File: src/rtl/otter_ex_unit.sv
// OTTER RV32I execute stage: operand select, ALU, branch compare, target generation,
// PC-source select and the EX/MEM result register.
module otter_ex_unit (
    input  logic        CLK,
    input  logic        RST,
    input  logic        STALL,
    input  logic        FLUSH,
    input  logic [6:0]  OPCODE,
    input  logic [2:0]  FUNCT3,
    input  logic [3:0]  ALU_FUN,
    input  logic        ALU_SRC_A,
    input  logic [1:0]  ALU_SRC_B,
    input  logic [31:0] RS1,
    input  logic [31:0] RS2,
    input  logic [31:0] IMM,
    input  logic [31:0] PC,
    output logic [31:0] ALU_RESULT,
    output logic        BR_EQ,
    output logic        BR_LT,
    output logic        BR_LTU,
    output logic [31:0] JAL,
    output logic [31:0] JALR,
    output logic [31:0] BRANCH,
    output logic [2:0]  PC_SOURCE,
    output logic [31:0] RESULT_Q,
    output logic        VALID_Q
);

    localparam logic [6:0] OpJal    = 7'b1101111;
    localparam logic [6:0] OpJalr   = 7'b1100111;
    localparam logic [6:0] OpBranch = 7'b1100011;

    localparam logic [2:0] PcSrcNext   = 3'd0;
    localparam logic [2:0] PcSrcJalr   = 3'd1;
    localparam logic [2:0] PcSrcBranch = 3'd2;
    localparam logic [2:0] PcSrcJal    = 3'd3;

    logic [31:0] src_a;
    logic [31:0] src_b;
    logic [4:0]  shamt;
    logic        br_taken;
    logic [31:0] result_d;
    logic        valid_d;

    always_comb begin
        src_a = ALU_SRC_A ? IMM : RS1;
        case (ALU_SRC_B)
            2'd0:    src_b = RS2;
            2'd1:    src_b = IMM;
            2'd2:    src_b = IMM;
            default: src_b = PC;
        endcase
    end

    assign shamt = src_b[4:0];

    always_comb begin
        ALU_RESULT = 32'h0;
        case (ALU_FUN)
            4'b0000: ALU_RESULT = src_a + src_b;
            4'b1000: ALU_RESULT = src_a - src_b;
            4'b0001: ALU_RESULT = src_a << shamt;
            4'b0010: ALU_RESULT = {31'h0, $signed(src_a) < $signed(src_b)};
            4'b0011: ALU_RESULT = {31'h0, src_a < src_b};
            4'b0100: ALU_RESULT = src_a ^ src_b;
            4'b0101: ALU_RESULT = src_a >> shamt;
            4'b1101: ALU_RESULT = $signed(src_a) >>> shamt;
            4'b0110: ALU_RESULT = src_a | src_b;
            4'b0111: ALU_RESULT = src_a & src_b;
            4'b1001: ALU_RESULT = src_a;
            default: ALU_RESULT = 32'h0;
        endcase
    end

    assign BR_EQ  = (RS1 == RS2);
    assign BR_LT  = ($signed(RS1) < $signed(RS2));
    assign BR_LTU = (RS1 < RS2);

    assign JAL    = PC + IMM;
    assign BRANCH = PC + IMM;
    assign JALR   = (RS1 + IMM) & 32'hFFFF_FFFE;

    always_comb begin
        br_taken = 1'b0;
        case (FUNCT3)
            3'b000:  br_taken = BR_EQ;
            3'b001:  br_taken = !BR_EQ;
            3'b100:  br_taken = BR_LT;
            3'b101:  br_taken = !BR_LT;
            3'b110:  br_taken = BR_LTU;
            3'b111:  br_taken = !BR_LTU;
            default: br_taken = 1'b0;
        endcase
    end

    // A squashed instruction must never redirect fetch; targets stay live regardless.
    always_comb begin
        PC_SOURCE = PcSrcNext;
        if (!FLUSH) begin
            case (OPCODE)
                OpJal:    PC_SOURCE = PcSrcJal;
                OpJalr:   PC_SOURCE = PcSrcJalr;
                OpBranch: PC_SOURCE = br_taken ? PcSrcBranch : PcSrcNext;
                default:  PC_SOURCE = PcSrcNext;
            endcase
        end
    end

    always_comb begin
        result_d = ALU_RESULT;
        valid_d  = !FLUSH;
        if (STALL) begin
            result_d = 32'h0;
            valid_d  = 1'b0;
        end
    end

    always_ff @(posedge CLK) begin
        if (RST) begin
            RESULT_Q <= 32'h0;
            VALID_Q  <= 1'b0;
        end else begin
            RESULT_Q <= result_d;
            VALID_Q  <= valid_d;
        end
    end

endmodule

File: config.mk
export PLATFORM = sky130hd
export DESIGN_NAME = otter_ex_unit
export DESIGN_NICKNAME = d
export VERILOG_FILES = /design/src/rtl/otter_ex_unit.sv
export SDC_FILE = /design/constraint.sdc
export NUM_CORES = 1
export LEC_CHECK = 0
export CAP_MARGIN = 30
export CELL_PAD_IN_SITES_DETAIL_PLACEMENT = 1
export CELL_PAD_IN_SITES_GLOBAL_PLACEMENT = 1
export CORE_UTILIZATION = 35
export CTS_CLUSTER_DIAMETER = 60
export DETAILED_ROUTE_END_ITERATION = 10
export GPL_TIMING_DRIVEN = 0
export PLACE_DENSITY = 0.9
export SYNTH_ARGS = -nofsm -noshare
export SYNTH_HDL_FRONTEND = slang
export SYNTH_SLANG_ARGS = --single-unit
File: constraint.sdc
create_clock -name CLK -period 7.5 [get_ports CLK]
set_clock_uncertainty 0.15 [all_clocks]
set_input_delay 0.75 -clock CLK [delete_from_list [all_inputs] [get_ports CLK]]
set_output_delay 0.75 -clock CLK [all_outputs]
set_load 0.005 [all_outputs]
==> reports/qor.txt <==
status = complete, no violations
Max-Cap Viols = 0
Peak VDD IR = 103 uV
CP startpoint = ALU_SRC_B[0]
Critical Path AT = 6.52 ns
Final Net Count = 2898
WL/cell = 31.4 um
Worst Path Max Fanout = 10
Placed Area = 18900 um^2
register area share after synthesis = 4.38%
syn avg cell area = 6.79 um^2
Synth top area share = 16.0%
synthesized area = 15100 um^2
ranking of synthesized cells by area = ha_1, a21oi_1, o21ai_0
post-route cell area = 19400 um^2
leakage = 8.23 nW
fraction of layout cells with a size suffix above 1 = 8.14%
YS warnings = 0
CTS tree = yes
post-route ant nets = 0
initial antenna violation count = 1
number of global-route vias before repair = 20700
port buffer count = 312
global route overflow = 0
crit share post-route = 98.9%
row cnt = 75
CTS Sinks = 33
crit path launch type = primary input
post-DR vias/cell = 6.58
CP Cell Sequence = clkdlybuf4s50_1 -> inv_1 -> ha_1 -> buf_6 -> a221oi_4 -> nor2_4 -> clkbuf_1 -> buf_2 -> ha_1 -> inv_1 -> ha_1 -> a21oi_1 -> a211oi_4 -> or3_1 -> a31oi_2 -> o31a_1 -> o21ai_0 -> and3_1 -> o41a_1 -> clkdlybuf4s50_1
worst hold stages = 2
Relative slew margins = 27.5%
hold_buf cts = 0
hold path start = FLUSH
post-place setup slack = -1.82 ns
final slew viol count = 0
Final GP Congestion = 1.06
Clock Tree Root = clkbuf_16
CP peak stage delay = 0.49 ns
DRC viols = 0
clock transition at the registers of the reported paths = 0.06 ns
Cell variety after synth = 91
area of the die = 44000 um^2
WHS Endpoint = VALID_Q
# diodes = 0
Primary FF master, synth = dfxtp_1
die height = 210 um
highest-delay cell along the critical path = clkdlybuf4s50_1
endpoints failing setup = 0
Worst Slack Setup Final = 0.0847 ns
Pre-antenna DRT Iters = 8
delay-heaviest family, CP = compound AO/OA/AOI/OAI gates
type of the worst min-delay path = primary input to flop
Fillers = 5388
WS Path Type = primary input to output port
initial DRC count = 1941
core area = 42200 um^2
synth-to-layout area growth = 28.4%
final hold vios = 0
largest net degree at the start of global routing = 20
clk buf depth = 2
Final HPWL DP = 82100 um
CP dominant cell by count = ha_1
initial core utilization = 35.8%
FMAX = 0.135 GHz
total CTS buffers = 5
htree depth = 2
via count = 20400
Worst Path Buf+Inv = 7
Post-Synthesis Cells = 2225
Seq cells post-synth = 33
area leader, netlist = ha_1
Global Route Usage Sum = 43.1%
asr flop ratio synth = 0%
first-pass GRT wire length = 140000 um
I/O Pins = 316
WP data required = 6.60 ns
element type at the critical path end = output port
Die Wd = 210 um
Routed WL = 97300 um
pwr dens = 154 nW/um^2
Final min period = 7.42 ns
number of synthesized flops with an enable pin = 0
Slew @ Worst Pin = 1.09 ns
[synthesized netlist by cell type (17+ instances only)]
| cell | n |
|---|---|
| a21oi_1 | 207 |
| nor2_1 | 196 |
| ha_1 | 193 |
| o21ai_0 | 193 |
| nand2_1 | 180 |
| inv_1 | 142 |
| clkbuf_1 | 86 |
| mux2i_1 | 73 |
| a21o_1 | 60 |
| nand3_1 | 50 |
| xnor2_1 | 49 |
| nor3_1 | 45 |
| a22oi_1 | 43 |
| buf_4 | 37 |
| a211oi_1 | 36 |
| dfxtp_1 | 33 |
| o22ai_1 | 33 |
| a31oi_1 | 30 |
| and2_1 | 29 |
| mux2_2 | 27 |
| o21bai_1 | 26 |
| o211ai_1 | 23 |
| nand4_1 | 22 |
| xor2_1 | 22 |
| nor2b_1 | 21 |
| nand2b_1 | 20 |
| a221o_1 | 19 |
| o221ai_1 | 19 |
| buf_2 | 18 |
| o21a_1 | 17 |
[final cells by class]
type	instances	area (um^2)	share of cell area, %
plain buffers	154	848	4.37
clock buffers	7	143	0.735
clock inverters	1	30.0	0.155
inverters	151	577	2.97
multi-input cells	1880	13200	68.1
flip-flops and latches	33	661	3.41
well taps	539	674	3.48
repair buffers	327	3240	16.7
repair inverters	1	5.00	0.0258
[layer usage]
metal / global-route usage (%) / vias to the layer above / share of wire [%]
met4: 26.3 / 2 / 6.9
met2: 70.5 / 1153 / 45
met5: 0 / - / 0.013
met1: 52.6 / 9993 / 40
met3: 7.44 / 328 / 8.0
li1: - / 8882 / -
[worst max path at each step]
stage / to / slack, ns / cells past startpoint
floorplan: ALU_RESULT[29] / 1.57 / 19
global placement: ALU_RESULT[29] / -1.85 / 21
detailed placement: ALU_RESULT[29] / -1.82 / 22
CTS: ALU_RESULT[30] / 0.01 / 20
global route: ALU_RESULT[28] / -0.02 / 20
finish: ALU_RESULT[28] / 0.08 / 20
[logic make-up (layout without fill, tap and decap cells)]
group | Yosys count | count (layout) | synth area share [%]
other | 1 | 2 | 0.0248
adders and majority gates | 196 | 196 | 16.4
buffers and inverters | 313 | 641 | 9.17
muxes | 112 | 112 | 8.53
AOI/OAI and AO/OA | 860 | 860 | 37.5
DFF | 33 | 33 | 4.38
and+or+nand+nor | 639 | 639 | 19.8
xor gates and xnor gates | 71 | 71 | 4.12
[repair_timing]
item,4_1_cts,5_1_grt
pin swaps,1,5
buffers inserted,2,10
resized for setup,48,34
gates cloned,0,1
setup endpoints to repair,44,18
[layout by cell type (no fill, tap or decap), types with 13 or more instances in the layout]
cell type and n:
mux2i_1 72, nand2b_1 20, a31oi_1 28, or3_1 13
a221o_1 19, o221ai_1 17, and2_1 29, a211oi_1 35
o211ai_1 23, dfxtp_1 33, o21ai_0 182, nor3_1 45
a221oi_1 13, nor2b_1 21, clkdlybuf4s50_1 312, or2_2 15
nand4_1 22, nor2_1 195, a22oi_1 43, o31ai_1 14
inv_1 140, buf_4 51, nand2_1 180, a21oi_1 206
o22ai_1 33, buf_2 17, o21ai_1 16, xnor2_1 49
a21o_1 60, clkbuf_1 70, mux2_2 27, o21bai_1 25
nand3_1 50, ha_1 191, xor2_1 22, o21a_1 16
[flip-flops by register name, summed over array words and instances (netlist names)]
| register | flops |
|---|---|
| RESULT_Q | 32 |
| VALID_Q | 1 |
[where the power goes]
group | internal (W) | switching, W
Clock | 0.000167 | 0.0000978
Sequential | 0.000189 | 0.00000354
Combinational | 0.00100 | 0.00154
Total | 0.00136 | 0.00164
[through the flow]
| stage | TNS (ns) | utilization, % | power [W] | hold slack, ns | instances |
|---|---|---|---|---|---|
| 6_report | 0 | 45.9 | 0.00300 | 0.864 | 3093 |
| 2_1_floorplan | 0 | - | 0.00149 | 0.672 | 2226 |
| 3_5_place_dp | -42.43 | 44.8 | 0.00259 | 1.18 | 3080 |
| 5_1_grt | -0.0187 | 45.9 | 0.00311 | 0.913 | 3093 |
| 4_1_cts | 0 | 45.5 | 0.00288 | 0.874 | 3085 |
| 3_3_place_gp | -41.33 | 44.8 | 0.00255 | 1.16 | 3077 |
Power figures use the tool's default switching activity.
